===== src/rtl/vend_controller.sv =====
// Vending sequencer: accumulates coin credit, checks it against the selected
// item price, pulses dispense and returns change through a valid/ack handshake.
// Every output comes straight from a register, so each response shows up in
// the cycle after the edge that sampled the strobe.
module vend_controller #(
    parameter logic [3:0] PRICE0  = 4'd10,
    parameter logic [3:0] PRICE1  = 4'd7,
    parameter logic [3:0] PRICE2  = 4'd12,
    parameter logic [3:0] PRICE3  = 4'd15,
    parameter int         TIMEOUT = 16
) (
    input  logic       clk,
    input  logic       rst,
    input  logic       coin_valid,
    input  logic [1:0] coin_type,
    input  logic       sel_valid,
    input  logic [1:0] sel,
    input  logic       cancel,
    input  logic       change_ack,
    output logic [4:0] paid,
    output logic       busy,
    output logic       dispense,
    output logic [1:0] item_out,
    output logic       insufficient,
    output logic       coin_reject,
    output logic       change_valid,
    output logic [4:0] change_amt
);

    typedef enum logic [1:0] {
        IDLE     = 2'd0,
        COLLECT  = 2'd1,
        DISPENSE = 2'd2,
        CHANGE   = 2'd3
    } state_t;

    // Wide enough to hold TIMEOUT-1, the last idle count before refunding.
    localparam int CW = $clog2(TIMEOUT + 1);

    // Packed lookup tables, unpacked below into per-index entries.
    localparam logic [15:0] PRICE_TABLE = {PRICE3, PRICE2, PRICE1, PRICE0};
    localparam logic [19:0] COIN_TABLE  = {5'd10, 5'd5, 5'd2, 5'd1};

    logic [3:0] price_tbl [4];
    logic [4:0] coin_tbl  [4];

    genvar gi;
    generate
        for (gi = 0; gi < 4; gi++) begin : g_tables
            assign price_tbl[gi] = PRICE_TABLE[gi*4 +: 4];
            assign coin_tbl[gi]  = COIN_TABLE[gi*5 +: 5];
        end
    endgenerate

    state_t        state_reg, state_next;
    logic [4:0]    paid_reg, paid_next;
    logic [CW-1:0] idle_cnt_reg, idle_cnt_next;
    logic [3:0]    price_reg, price_next;
    logic          busy_reg, busy_next;
    logic          dispense_reg, dispense_next;
    logic [1:0]    item_reg, item_next;
    logic          insufficient_reg, insufficient_next;
    logic          coin_reject_reg, coin_reject_next;
    logic          change_valid_reg, change_valid_next;
    logic [4:0]    change_amt_reg, change_amt_next;

    logic [4:0] coin_value;
    logic [5:0] coin_sum;
    logic [4:0] sel_price;
    logic       sel_ok;
    logic       any_strobe;
    logic       timeout_hit;
    logic [4:0] dispense_change;

    // Datapath helpers shared by the next-state logic.
    assign coin_value      = coin_tbl[coin_type];
    // Six bits so a sum above 31 is detected instead of wrapping.
    assign coin_sum        = {1'b0, paid_reg} + {1'b0, coin_value};
    assign sel_price       = {1'b0, price_tbl[sel]};
    assign sel_ok          = (paid_reg >= sel_price);
    assign any_strobe      = coin_valid | sel_valid | cancel;
    // The idle cycle that would bring the count to TIMEOUT triggers the refund.
    assign timeout_hit     = (idle_cnt_reg == CW'(TIMEOUT - 1)) && !any_strobe;
    // Only evaluated in DISPENSE, where paid_reg >= price_reg always holds.
    assign dispense_change = paid_reg - {1'b0, price_reg};

    // Next-state and next-output logic for all four states.
    always_comb begin
        state_next        = state_reg;
        paid_next         = paid_reg;
        idle_cnt_next     = idle_cnt_reg;
        price_next        = price_reg;
        dispense_next     = 1'b0;
        item_next         = 2'd0;
        insufficient_next = 1'b0;
        coin_reject_next  = 1'b0;
        change_valid_next = change_valid_reg;
        change_amt_next   = change_amt_reg;

        unique case (state_reg)
            IDLE: begin
                idle_cnt_next = '0;
                if (coin_valid) begin
                    // A single coin can never exceed 31, so it is always taken.
                    paid_next  = coin_value;
                    state_next = COLLECT;
                end
                if (sel_valid) begin
                    insufficient_next = 1'b1;
                end
            end

            COLLECT: begin
                if (cancel) begin
                    // A coin offered alongside cancel is not credited.
                    coin_reject_next  = coin_valid;
                    change_amt_next   = paid_reg;
                    change_valid_next = 1'b1;
                    paid_next         = 5'd0;
                    idle_cnt_next     = '0;
                    state_next        = CHANGE;
                end else if (sel_valid) begin
                    coin_reject_next = coin_valid;
                    idle_cnt_next    = '0;
                    if (sel_ok) begin
                        price_next    = price_tbl[sel];
                        dispense_next = 1'b1;
                        item_next     = sel;
                        state_next    = DISPENSE;
                    end else begin
                        insufficient_next = 1'b1;
                    end
                end else if (coin_valid) begin
                    idle_cnt_next = '0;
                    if (coin_sum[5]) begin
                        coin_reject_next = 1'b1;
                    end else begin
                        paid_next = coin_sum[4:0];
                    end
                end else if (timeout_hit) begin
                    change_amt_next   = paid_reg;
                    change_valid_next = 1'b1;
                    paid_next         = 5'd0;
                    idle_cnt_next     = '0;
                    state_next        = CHANGE;
                end else begin
                    idle_cnt_next = idle_cnt_reg + 1'b1;
                end
            end

            DISPENSE: begin
                coin_reject_next = coin_valid;
                change_amt_next  = dispense_change;
                paid_next        = 5'd0;
                if (dispense_change != 5'd0) begin
                    change_valid_next = 1'b1;
                    state_next        = CHANGE;
                end else begin
                    change_valid_next = 1'b0;
                    state_next        = IDLE;
                end
            end

            CHANGE: begin
                coin_reject_next = coin_valid;
                if (change_ack) begin
                    change_valid_next = 1'b0;
                    change_amt_next   = 5'd0;
                    state_next        = IDLE;
                end
            end

            default: begin
                state_next = IDLE;
            end
        endcase

        busy_next = (state_next == DISPENSE) || (state_next == CHANGE);
    end

    // State and output registers; reset discards any credit outright.
    always_ff @(posedge clk) begin
        if (rst) begin
            state_reg        <= IDLE;
            paid_reg         <= 5'd0;
            idle_cnt_reg     <= '0;
            price_reg        <= 4'd0;
            busy_reg         <= 1'b0;
            dispense_reg     <= 1'b0;
            item_reg         <= 2'd0;
            insufficient_reg <= 1'b0;
            coin_reject_reg  <= 1'b0;
            change_valid_reg <= 1'b0;
            change_amt_reg   <= 5'd0;
        end else begin
            state_reg        <= state_next;
            paid_reg         <= paid_next;
            idle_cnt_reg     <= idle_cnt_next;
            price_reg        <= price_next;
            busy_reg         <= busy_next;
            dispense_reg     <= dispense_next;
            item_reg         <= item_next;
            insufficient_reg <= insufficient_next;
            coin_reject_reg  <= coin_reject_next;
            change_valid_reg <= change_valid_next;
            change_amt_reg   <= change_amt_next;
        end
    end

    assign paid         = paid_reg;
    assign busy         = busy_reg;
    assign dispense     = dispense_reg;
    assign item_out     = item_reg;
    assign insufficient = insufficient_reg;
    assign coin_reject  = coin_reject_reg;
    assign change_valid = change_valid_reg;
    assign change_amt   = change_amt_reg;

endmodule

===== config.mk =====
export PLATFORM = sky130hd
export DESIGN_NAME = vend_controller
export DESIGN_NICKNAME = d
export VERILOG_FILES = /design/src/rtl/vend_controller.sv
export SDC_FILE = /design/constraint.sdc
export NUM_CORES = 1
export LEC_CHECK = 0
export BUFFER_PORTS_ARGS = -buffer_cell sky130_fd_sc_hd__buf_2
export CAP_MARGIN = 20
export CORE_ASPECT_RATIO = 0.9
export CORE_MARGIN = 2
export CORE_UTILIZATION = 46
export DETAILED_ROUTE_END_ITERATION = 12
export PLACE_DENSITY_LB_ADDON = 0.05
export RECOVER_POWER = 25
export SETUP_SLACK_MARGIN = 0.5
export SLEW_MARGIN = 20
export SYNTH_ARGS = -nofsm -noshare
export SYNTH_HDL_FRONTEND = slang
export SYNTH_SLANG_ARGS = --single-unit
export TNS_END_PERCENT = 100

===== constraint.sdc =====
create_clock -name clk -period 2.1 [get_ports clk]
set_input_delay 0.525 -clock clk [delete_from_list [all_inputs] [get_ports clk]]
set_output_delay 0.525 -clock clk [all_outputs]
set_load 0.005 [all_outputs]

==> key figures <==
CTS
  • CTS tree: done
  • Root Driver: clkbuf_8
  • Clk_lat worst skew: 290 ps
  • CTS sink count: 28
  • CTS Buf Count: 3
  • Worst-path clk slew: 100 ps
  • H-tree levels: 1
  • Hold-fix buffers, CTS: 0
  • Clock buffer depth: 2

Global routing
  • Overflow after GRT: 0
  • Number of global-route vias before repair: ~1,800
  • Largest net degree at the start of global routing: 21
  • Antenna violations before repair: 0
  • GR Layer Usage met1: 0.283
  • Met3 Usage GRT: 0.0432
  • First-pass GRT wire length: 8280 microns
  • Total GRT Usage: 0.236
  • GR Util met2: 0.429
  • GRT Max-Usage Layer: met2

Cells and area
  • Commonest cells after routing, fill and taps aside: buf_4, nor2_1, buf_2, dfxtp_1, buf_6
  • Layout cells sized above 1: 0.535
  • NumNets Final: about 300
  • Ant diodes: 0
  • Post-layout util: 0.757
  • Area Growth Syn to Fin: 57.2%
  • Most common cell after layout, fill and taps aside: buf_4

Synth
  • FFs w/ async S/R, synth: 0
  • Post-synthesis sequential area ratio: 0.312
  • Syn nets: about 240
  • Yosys warns: 0
  • Syn Inst Count: roughly 210
  • Synth unique cells: 47
  • Primary FF master, synth: dfxtp_1
  • Post-synth EDFFs: 0
  • Avg Cell Area, Syn: 8.60 sq um
  • Yosys reg bits: 28
  • Mapped Area: 1800 sq um

Timing
  • Hold WS: 491 ps
  • Max Slew Vio Count: 0
  • Hold Fails Final Rpt: 0
  • Skew final: 3.09 ps
  • Setup violators final: 0
  • Fmax: 496 MHz
  • Max transition margin: 0.669
  • RSZ-0062 raised after global routing: yes
  • Period utilization: 0.961
  • Final min period: about 2000 ps
  • Final setup TNS: 0 ps
  • Worst-Margin Slew: 497 ps

Floorplanning
  • Die width: 69.9 microns
  • Die Y: 63.3 microns
  • Core Area: 3730 sq um
  • Die Area: 4420 sq um
  • Initial core utilization: 0.482
  • I/O Pins: 27
  • Placement Rows: 21

Worst setup path
  • Crit Path Class: reg -> reg
  • RR Startpoint: paid[0]
  • Critical-path cell list: inv_4, ha_4, inv_2, fa_2, a211oi_2, nor2_2, xnor2_1, o41ai_2, buf_4, a221oi_2
  • Reg2reg setup slack: 80 ps
  • Crit. Startpoint: paid[0]
  • Worst-path maximum fanout: 4
  • Crit Reg-Reg Endpoint: state_reg[1]
  • CP Data Required Time: 2290 ps
  • Crit. End Element: flop
  • CP Capture Point: state_reg[1]
  • Arrival time worst endpoint: roughly 2200 ps
  • Crit start category: flop
  • R2R cell count: 10
  • Crit path largest cell delay: roughly 360 ps
  • Critical-path top delay cell: fa_2

Place
  • RePlAce Congestion: 0.919
  • Count of input and output buffers: 26
  • Post-DP HPWL: between 3000 and 4000 microns

Power and ir drop
  • Clock power frac: 0.106
  • Pwr Density: between 1000 and 1500 nW/um^2
  • Logic pwr share: 0.670
  • Internal power: 2150 uW
  • Leakage Power: 0.00120 uW
  • Register share of total power: 0.224
  • Final Power: between 3000 and 4000 uW
  • Net Sw Frac: 0.421
  • Sw Pwr: 1570 uW
  • Peak supply drop: 0.000999 V

Routing
  • DR pass1 iterations: 4
  • Wire per inst: 16.3 microns
  • Initial DRC count: between 70 and 80
  • Via/cell ratio: 5.64
  • Via count: approximately 1,800
  • # DRC: 0
  • Routed WL: 5200 microns
  • Routed Antenna Nets: 0

Run status
  • Run status: complete, no violations

Flow run
  • Max Cap Viol: 0

Hold path
  • Worst Hold Class: reg -> reg
## synthesized netlist by cell type (all sizes together), types with 4 or more instances
cell	count	area, sq um
nand2	14	52.6
a21oi	15	75.1
nor2	29	109
clkbuf	7	27.5
inv	12	45.0
dfxtp	28	561
nor3	4	20.0
o21ai	4	20.0
a31oi	4	25.0
a211oi	9	72.6
nor2b	8	50.1
nor3b	7	52.6
xor2	4	35.0
nand3	4	20.0
ha	18	225
## routing by layer
metal | wire length, microns | vias to the layer above
li1 | - | 875
met1 | 2320 | 873
met2 | 2610 | 40
met3 | 206 | 10
met4 | 68 | 0
met5 | 0 | -
## critical path, delay by kind of cell (launching register included)
kind	cells	cell delay, ps
buf+inv	3	290
simple gates	1	80
fa+ha+maj	2	490
compound gates	3	520
xor+xnor	1	200
flops	1	350
## logic make-up (layout without fill, tap and decap cells)
group / count (synthesis) / after routing / synth area share
XOR/XNOR: 5 / 5 / 0.0244
multiplexers: 4 / 4 / 0.0237
AND/OR/NAND/NOR: 81 / 81 / 0.236
AO/OA/AOI/OAI: 51 / 51 / 0.212
adder cells (fa/ha/maj): 20 / 20 / 0.148
flip-flops: 28 / 28 / 0.312
buffers and inverters: 20 / 84 / 0.0446
## layout make-up
type	instances	area, sq um
Clock buffer	4	66.3
Fill cell	250	907
Inverter	12	52.6
Multi-Input combinational cell	161	1570
Sequential cell	28	584
Tap cell	46	57.6
Timing Repair Buffer	68	498
## worst min-delay path by stage
| stage | startpoint | end | cells after the start |
|---|---|---|---|
| after floorplan | price_reg[2] | price_reg[2] | 2 |
| after CTS | change_amt[4] | change_amt[4] | 2 |
| after global placement | idle_cnt_reg[4] | idle_cnt_reg[4] | 1 |
| after global routing | price_reg[2] | price_reg[2] | 2 |
| final | price_reg[2] | price_reg[2] | 2 |
| after detailed placement | price_reg[2] | price_reg[2] | 2 |
## power groups by stage
stage               registers [uW]  clock network (uW)  logic (uW)
floorplan                      825                   0        1160
global placement               823                   0        1560
detailed placement             828                   0        1610
CTS                            826                 401        2080
global route                   846                 417        2710
finish                         832                 395        2490
## timing repair
item | 4_1_cts | 5_1_grt
pin swaps | 18 | 22
gates resized for setup | 50 | 43
endpoints found under the setup margin | 21 | 29
buffers inserted | 18 | 12
gates cloned | 1 | 0
## per-stage QoR
step	setup WS (ps)	instance area [sq um]	instances
CTS	107	2560	307
detailed placement	-46.2	2120	284
global route	12.4	2820	319
finish	82.0	2820	319
global placement	-19.9	2120	284
floorplan	151	1900	209
(Power assumes the default switching activity.)
